<file path="src/rtl/pad_mux_pkg.sv">
// pad_mux_pkg: shared constants and helpers for the pad multiplexer.
//   - CFG_FSEL_LSB     : lsb of the fsel field in a pin config word
//   - cfg_filt_en_bit  : bit position of filt_en in a pin config word
//   - status_addr      : config address of the filtered pad status word
//   - clog2_min1       : $clog2 clamped to at least 1 (select width)
package pad_mux_pkg;

  localparam int CFG_FSEL_LSB = 0;

  function automatic int clog2_min1(input int n);
    int r;
    r = $clog2(n);
    return (r < 1) ? 1 : r;
  endfunction

  // filt_en sits directly above the fsel field: {filt_en, fsel}.
  function automatic int cfg_filt_en_bit(input int fsel_w);
    return CFG_FSEL_LSB + fsel_w;
  endfunction

  // Pin config words occupy 0..npins-1; the status word follows them.
  function automatic int status_addr(input int npins);
    return npins;
  endfunction

endpackage

</file>
<file path="src/rtl/pad_in_filter.sv">
// pad_in_filter: per-pad input conditioning.
//   SYNC_STAGES-flop synchroniser followed by an optional debounce filter.
// Ports:
//   clk, rst  : clock, synchronous active-high reset
//   filt_en   : 1 = debounce enabled, 0 = filt_o follows the synchronised pad
//   pad_i     : asynchronous pad input
//   filt_o    : conditioned (registered) pad level
module pad_in_filter #(
  parameter int SYNC_STAGES = 2,
  parameter int FILT_W      = 4
) (
  input  logic clk,
  input  logic rst,
  input  logic filt_en,
  input  logic pad_i,
  output logic filt_o
);

  // The counter reaching FILT_MAX-1 while still differing is the
  // FILT_MAX-th consecutive differing cycle, so the new level is taken then.
  localparam logic [FILT_W-1:0] CNT_LAST = FILT_W'((2 ** FILT_W) - 2);

  logic [SYNC_STAGES-1:0] sync_q;
  logic                   sync;
  logic [FILT_W-1:0]      cnt;

  assign sync = sync_q[SYNC_STAGES-1];

  always_ff @(posedge clk) begin
    if (rst) begin
      sync_q <= '0;
      cnt    <= '0;
      filt_o <= 1'b0;
    end else begin
      sync_q <= {sync_q[SYNC_STAGES-2:0], pad_i};
      if (!filt_en) begin
        filt_o <= sync;
        cnt    <= '0;
      end else if (sync != filt_o) begin
        if (cnt == CNT_LAST) begin
          filt_o <= sync;
          cnt    <= '0;
        end else begin
          cnt <= cnt + FILT_W'(1);
        end
      end else begin
        // Any agreeing cycle restarts the run of differing cycles.
        cnt <= '0;
      end
    end
  end

endmodule

</file>
<file path="src/rtl/pad_mux_ctrl.sv">
// pad_mux_ctrl: run-time configurable pad multiplexer.
//   Each pad is routed to one of NFUNC peripheral functions by a per-pin
//   select register. Output enable is forced low for BBM_CYC cycles after a
//   select change (break-before-make). Pad inputs are synchronised and may be
//   debounced per pin.
// Ports:
//   clk, rst              : clock, synchronous active-high reset
//   cfg_req/we/addr/wdata : config access; addr 0..NPINS-1 = pin {filt_en,fsel},
//                           addr NPINS = filtered pad status (read only)
//   cfg_rdata, cfg_rvalid : read response
//   func_o, func_oe       : peripheral outputs/enables, bit p*NFUNC+f
//   func_i                : peripheral inputs, same indexing
//   pad_o, pad_oe, pad_i  : pad ring side
// Config handshake: there is no backpressure; every cycle with cfg_req high
// is one access. A read (cfg_we=0) returns cfg_rdata with a single-cycle
// cfg_rvalid pulse on the following cycle; writes give no response.
module pad_mux_ctrl
  import pad_mux_pkg::*;
#(
  parameter int NPINS       = 8,
  parameter int NFUNC       = 4,
  parameter int SYNC_STAGES = 2,
  parameter int FILT_W      = 4,
  parameter int BBM_CYC     = 2,
  parameter logic [NPINS*clog2_min1(NFUNC)-1:0] RST_FSEL = '0,
  localparam int FSEL_W  = clog2_min1(NFUNC),
  localparam int ADDR_W  = $clog2(NPINS + 1),
  localparam int RDATA_W = (FSEL_W + 1 > NPINS) ? FSEL_W + 1 : NPINS
) (
  input  logic                   clk,
  input  logic                   rst,
  input  logic                   cfg_req,
  input  logic                   cfg_we,
  input  logic [ADDR_W-1:0]      cfg_addr,
  input  logic [FSEL_W:0]        cfg_wdata,
  output logic [RDATA_W-1:0]     cfg_rdata,
  output logic                   cfg_rvalid,
  input  logic [NPINS*NFUNC-1:0] func_o,
  input  logic [NPINS*NFUNC-1:0] func_oe,
  output logic [NPINS*NFUNC-1:0] func_i,
  output logic [NPINS-1:0]       pad_o,
  output logic [NPINS-1:0]       pad_oe,
  input  logic [NPINS-1:0]       pad_i
);

  localparam int BBM_W  = $clog2(BBM_CYC + 1);
  localparam int FE_BIT = cfg_filt_en_bit(FSEL_W);
  localparam logic [ADDR_W-1:0] STATUS_ADDR = ADDR_W'(status_addr(NPINS));

  logic [FSEL_W-1:0]  fsel_q  [NPINS];
  logic [BBM_W-1:0]   bbm_cnt [NPINS];
  logic [NPINS-1:0]   filt_en_q;
  logic [NPINS-1:0]   filt;
  logic [FSEL_W-1:0]  wr_fsel;
  logic               wr_filt_en;
  logic               wr_ok;
  logic               rd_req;
  logic [RDATA_W-1:0] rd_mux;

  assign wr_fsel    = cfg_wdata[CFG_FSEL_LSB +: FSEL_W];
  assign wr_filt_en = cfg_wdata[FE_BIT];
  // An out-of-range select drops the whole write, filt_en included.
  assign wr_ok  = cfg_req && cfg_we && (cfg_addr < STATUS_ADDR) && (int'(wr_fsel) < NFUNC);
  assign rd_req = cfg_req && !cfg_we;

  always_comb begin
    rd_mux = '0;
    if (cfg_addr == STATUS_ADDR) begin
      rd_mux = RDATA_W'(filt);
    end else begin
      for (int p = 0; p < NPINS; p++) begin
        if (cfg_addr == ADDR_W'(p)) rd_mux = RDATA_W'({filt_en_q[p], fsel_q[p]});
      end
    end
  end

  // Only the selected function sees the pad; the others read 0.
  always_comb begin
    func_i = '0;
    for (int p = 0; p < NPINS; p++) begin
      for (int f = 0; f < NFUNC; f++) begin
        if (fsel_q[p] == FSEL_W'(f)) func_i[p*NFUNC + f] = filt[p];
      end
    end
  end

  always_ff @(posedge clk) begin
    if (rst) begin
      for (int p = 0; p < NPINS; p++) begin
        fsel_q[p]  <= RST_FSEL[p*FSEL_W +: FSEL_W];
        bbm_cnt[p] <= '0;
      end
      filt_en_q  <= '0;
      pad_o      <= '0;
      pad_oe     <= '0;
      cfg_rdata  <= '0;
      cfg_rvalid <= 1'b0;
    end else begin
      for (int p = 0; p < NPINS; p++) begin
        pad_o[p]  <= func_o[p*NFUNC + int'(fsel_q[p])];
        pad_oe[p] <= func_oe[p*NFUNC + int'(fsel_q[p])] && (bbm_cnt[p] == '0);
        if (wr_ok && cfg_addr == ADDR_W'(p)) begin
          fsel_q[p]    <= wr_fsel;
          filt_en_q[p] <= wr_filt_en;
        end
        // A real select change (re)starts the enable gap; rewriting the
        // current select leaves the pad undisturbed.
        if (wr_ok && cfg_addr == ADDR_W'(p) && wr_fsel != fsel_q[p]) begin
          bbm_cnt[p] <= BBM_W'(BBM_CYC);
        end else if (bbm_cnt[p] != '0) begin
          bbm_cnt[p] <= bbm_cnt[p] - BBM_W'(1);
        end
      end
      cfg_rvalid <= rd_req;
      cfg_rdata  <= rd_req ? rd_mux : '0;
    end
  end

  for (genvar p = 0; p < NPINS; p++) begin : g_pin
    pad_in_filter #(
      .SYNC_STAGES(SYNC_STAGES),
      .FILT_W     (FILT_W)
    ) u_filt (
      .clk    (clk),
      .rst    (rst),
      .filt_en(filt_en_q[p]),
      .pad_i  (pad_i[p]),
      .filt_o (filt[p])
    );
  end

endmodule

</file>
<file path="config.mk">
export PLATFORM = sky130hd
export DESIGN_NAME = pad_mux_ctrl
export DESIGN_NICKNAME = d
export VERILOG_FILES = /design/src/rtl/pad_mux_pkg.sv /design/src/rtl/pad_in_filter.sv /design/src/rtl/pad_mux_ctrl.sv
export SDC_FILE = /design/constraint.sdc
export NUM_CORES = 1
export LEC_CHECK = 0
export CAP_MARGIN = 20
export CELL_PAD_IN_SITES_DETAIL_PLACEMENT = 2
export CELL_PAD_IN_SITES_GLOBAL_PLACEMENT = 2
export CORE_MARGIN = 2
export CORE_UTILIZATION = 31
export DETAILED_ROUTE_END_ITERATION = 8
export GPL_ROUTABILITY_DRIVEN = 0
export HOLD_SLACK_MARGIN = 0.08
export PLACE_DENSITY = 0.91
export REMOVE_ABC_BUFFERS = 1
export SETUP_SLACK_MARGIN = 0.3
export SLEW_MARGIN = 5
export SYNTH_ARGS = -nofsm -noshare
export SYNTH_HDL_FRONTEND = slang
export SYNTH_SLANG_ARGS = --single-unit
</file>
<file path="constraint.sdc">
create_clock -name clk -period 2.3 [get_ports clk]
set_input_delay 0.345 -clock clk [delete_from_list [all_inputs] [get_ports clk]]
set_output_delay 0.345 -clock clk [all_outputs]
set_load 0.01 [all_outputs]
</file>
* Yosys cells after proc, flatten, opt, wreduce, memory -nomap -nowiden *
Memories as Yosys holds them, arrays and structs flattened.
Index checks and enable logic that the tools add are counted.
Widths: inputs -> output; s select.

word-level totals
  flip-flop bits (word level) = 89
  memory bits (writable) = 32
  bits of input ports = 83
  output and inout port bits = 57
  word-level logic and storage cells = 470
  memories kept = 2

cells by class
  add/subtract/negate cells = 23
  $lt $le $gt $ge = 9
  eq/ne operators = 72
  multiplexer cells = 217
  bitwise logic cells = 41
  reduce and logical (&&, ||, !) cells = 70

memory list
  memory   words  bits a word  read ports  clocked after memory_dff  wr ports  RTL line            source
  bbm_cnt  8      2            8           0                         8         pad_mux_ctrl.sv:51  logic [BBM_W-1:0] bbm_cnt [NPINS];
  fsel_q   8      2            8           0                         8         pad_mux_ctrl.sv:50  logic [FSEL_W-1:0] fsel_q [NPINS];

operators with widths
  operator             number
  $mux 1               168
  $bmux 1 s5           14
  $mux 8               8
  $mux 2               24
  $eq 4x4->1 const B   9
  $add 4x1->4 const B  8
  $eq 2x2->1 const B   16
  $logic_not 2->1      16
  $ne 2x1->1 const B   16
  $reduce_or 4->1      8
  $logic_and 1x1->1    27
  $add 5x2->6 const A  4
  $lt 6x6->1 const B   4
  $or 1x1->1           24
  $not 1->1            17
  $eq 2x1->1 const B   8
  $eq 4x3->1 const B   4
  $ne 2x2->1           8
  $reduce_and 2->1     8
  $reduce_bool 2->1    8
  $sub 2x1->2 const B  8
  $lt 5x6->1 const B   2
  $add 4x2->5 const A  2
  $eq 4x2->1 const B   2
  other kinds (11)     19

* Longest topological paths before layout *
  word-level depth = 10
  mapped depth = 7
  depth with buffers taken out = 6

* Hierarchy *
Synthesis repeated with hierarchy kept, for this count alone.

unflattened totals
  cell total of the unflattened synthesis = 560
  area total of the unflattened synthesis = 5,941.9 sq um

modules (own cells, without submodules)
  module         times used  cells an instance  area each (sq um)  seq. area each (sq um)
  pad_mux_ctrl   1           360                3,809.9            1,621.6
  pad_in_filter  8           25                 266.5              140.1

* Least setup slack after synthesis *
No wires, ideal clock.

  kind = input port to flip-flop
  from = input cfg_addr[2]
  to = memory bbm_cnt[0][0] in the netlist's numbering, enable pin
  setup time = 0.301 ns
  arrival = 1.527 ns
  data required time = 1.999 ns
  path slack = 0.472 ns
  stages = 6
  path buffers = 2
  cells stage by stage = buf_6 > or2_4 > or4_1 > buf_2 > a21o_1 > nand3b_1

RTL lines
  element          RTL line            source
  start, declared  pad_mux_ctrl.sv:34  input logic [ADDR_W-1:0] cfg_addr,
  end, declared    pad_mux_ctrl.sv:51

==> results.py <==
metrics = {
    "status": {
        "outcome": "finished clean",
    },
    "pwr": {
        "cellLeakagePower_nw": 3.60,
        "peakVddDrop_v": 0.000512,
        "p_sw_mw": 1.96,
        "p_sw_frac": 0.295,
        "internal_power_mw": 4.68,
        "power_frac_clock": 0.386,
        "power_frac_seq": 0.392,
        "powerDensity_nw_per_um2": 773,
        "p_comb_frac": 0.222,
        "total_power_mw": 6.64,
    },
    "synthesis": {
        "synthCells": 561,
        "synthArstFlopShare": 0,
        "synth_area_um2": 5770,
        "yosys.cell_types.count": 50,
        "synth_edf_count": 32,
        "seq_area_frac_synth": 0.475,
        "synthAdderAreaFrac": 0.0520,
        "syn_avg_cell_area_um2": 10.3,
        "synth_xor_area_frac": 0.0607,
        "synth_top_family_by_area": "simple AND/OR/NAND/NOR gates",
        "synth_flop_cell": "dfxtp_1",
        "synth-compound-area-share": 0.0403,
        "synth_seq_cells": 121,
        "synth-simple-area-share": 0.238,
        "synth_warnings": 0,
        "yosys-mux-area-fraction": 0.0882,
    },
    "clock_tree": {
        "clkTransAtPathRegs_ns": 0.06,
        "hold_buffers": 0,
        "tritoncts.num_buffers": 17,
        "cts_tree": "done",
        "cts_sinks": 121,
        "clock_latency_ns": 0.44,
        "cts_root_buffer": "clkbuf_16",
        "clock_path_buffers": 2,
        "h-tree-depth": 4,
    },
    "global_route": {
        "grt_pass1_wl_um": 37300,
        "track_usage": 0.256,
        "grt.overflow.total": 0,
        "grt_pass1_vias": 6100,
        "grt_max_degree": 55,
        "antenna_found_initial": 2,
    },
    "floorplanning": {
        "start_util": 0.318,
        "ioPinCount": 140,
        "rows": 49,
        "die_area_um2": 19700,
        "die_x_um": 140,
        "coreArea_um2": 18100,
        "fp.dieH_um": 140,
    },
    "routing": {
        "viasPerCell": 5.31,
        "drt-total-wl_um": 26800,
        "firstDrtPassIters": 4,
        "via_count": 5388,
        "drt_iter0_drc": 258,
        "ant_nets": 0,
        "routedWlPerCell_um": 26.4,
        "drc": 0,
    },
    "min_path": {
        "hp-class": "primary input to register",
    },
    "sta": {
        "slew_violations": 0,
        "fin_skew_ns": 0.0116,
        "post-route-period-util": 0.916,
        "fmax_ghz": 0.475,
        "worst_pin_slew_ns": 0.553,
        "slew-limit-headroom": 0.629,
        "rsz0062_at_grt": "yes",
        "hold_viol": 0,
        "min_period_ns": 2.11,
        "finalSetupViolCount": 0,
    },
    "worst_setup_path": {
        "worstReg2RegEnd": "bbm_cnt[1][2]",
        "rrSetupSlack_ns": 0.28,
        "slowest_delay_ns": 0.67,
        "cp-endpoint": "bbm_cnt[1][4]",
        "worstPathRequired_ns": 2.45,
        "worstSetupPathType": "primary input to register",
        "endpoint_kind": "register",
        "crit_fanout": 7,
        "cpMaxStageDelayCell": "clkdlybuf4s50_1",
        "reg2reg_from": "fsel_q[1][3]",
        "crit_start": "cfg_addr[1]",
        "reg2reg_depth": 5,
        "crit_arrival_ns": 2.26,
        "start_kind": "primary input",
        "crit_chain": "clkdlybuf4s50_1, nand4b_1, a211oi_1, or3b_2",
    },
    "layout": {
        "fin_cells": 1014,
        "drive_above_1_share": 0.223,
        "final_nets": 876,
        "final_cell_mix": "clkdlybuf4s50_1, buf_4, dfxtp_1",
        "syn2layout_area_growth_pct": 48.9,
        "mostFrequentLayoutCell": "clkdlybuf4s50_1",
        "post-route-util": 0.474,
    },
    "placement": {
        "hpwl_um": 14800,
        "dp.cells": 917,
        "port_buffers": 139,
    },
    "job": {
        "drv_cap": 0,
    },
}
## worst min-delay path by stage
stage / startpoint / end / cells after the start
6_report: rst / g_pin[6].u_filt.sync_q[0] / 2
5_1_grt: rst / g_pin[6].u_filt.sync_q[0] / 2
4_1_cts: rst / g_pin[6].u_filt.sync_q[0] / 2
3_5_place_dp: g_pin[3].u_filt.sync_q[0] / g_pin[3].u_filt.sync_q[1] / 1
3_3_place_gp: g_pin[7].u_filt.sync_q[0] / g_pin[7].u_filt.sync_q[1] / 1
2_1_floorplan: g_pin[0].u_filt.sync_q[0] / g_pin[0].u_filt.sync_q[1] / 1
## sequential cells by signal, indices dropped and copies added, names as in the netlist
signal / cells
g_pin.u_filt.cnt: 32
bbm_cnt: 16
fsel_q: 16
g_pin.u_filt.sync_q: 16
cfg_rdata: 8
filt_en_q: 8
g_pin.u_filt.filt_o: 8
pad_o: 8
pad_oe: 8
cfg_rvalid: 1
## synthesized netlist by cell type, types with 11 or more instances
library cell / number / area, µm²
a21oi_1: 15 / 75.1
and3b_1: 16 / 140
clkbuf_1: 27 / 101
dfxtp_1: 89 / 1780
edfxtp_1: 32 / 961
ha_1: 24 / 300
inv_1: 27 / 101
mux4_2: 18 / 405
nand2_1: 31 / 116
nand3_1: 26 / 130
nor2_1: 71 / 267
nor2b_1: 25 / 156
or3_1: 11 / 68.8
xnor2_1: 32 / 280
## power by group through the flow
stage	registers, mW	clock network (mW)	logic, mW
floorplan	2.61	0	0.587
global placement	2.62	0	0.999
detailed placement	2.66	0	1.15
CTS	2.59	2.54	1.31
global route	2.62	2.66	1.56
finish	2.60	2.56	1.48
## critical path: cells and delay by family
family | cells | cell delay [ns]
AO/OA/AOI/OAI | 1 | 0.57
buffers and inverters | 1 | 0.67
AND/OR/NAND/NOR | 2 | 0.67
## cell families (layout without fill, tap and decap cells)
family	after synthesis	in the layout
buffers and inverters	65	286
AO/OA/AOI/OAI	36	36
other	0	3
flip-flops	121	121
multiplexers	28	28
XOR/XNOR	40	40
adder cells (fa/ha/maj)	24	24
AND/OR/NAND/NOR	247	247
## through the flow
stage / hold WS, ns / instance area [µm²] / setup slack, ns / setup TNS [ns]
final: 0.292 / 8600 / 0.193 / 0
after global routing: 0.306 / 8590 / 0.163 / 0
after CTS: 0.278 / 8380 / 0.190 / 0
after detailed placement: 0.426 / 7490 / -0.0541 / -0.172
after global placement: 0.419 / 7490 / -0.00249 / -0.00498
after floorplan: 0.414 / 5610 / 0.575 / 0
## what timing repair did
action	CTS	global route
resized for setup	28	24
gates cloned	0	0
endpoints found under the hold margin	0	0
setup endpoints to repair	30	29
buffers inserted	47	15
pin swaps	1	0
## cell type report
type	instances	area [µm²]
diodes	3	7.51
clock buffers	25	508
clock inverters	7	38.8
fillers	1845	9550
inverters	27	101
multi-input cells	375	2840
flip-flops and latches	121	2760
well taps	229	287
repair buffers	227	2060
## layer usage
metal,GRT usage,vias up,share of wire
li1,-,2348,-
met1,0.267,2707,0.36
met2,0.478,250,0.54
met3,0.0554,83,0.056
met4,0.141,0,0.048
met5,0,-,0
(Power assumes the default switching activity.)
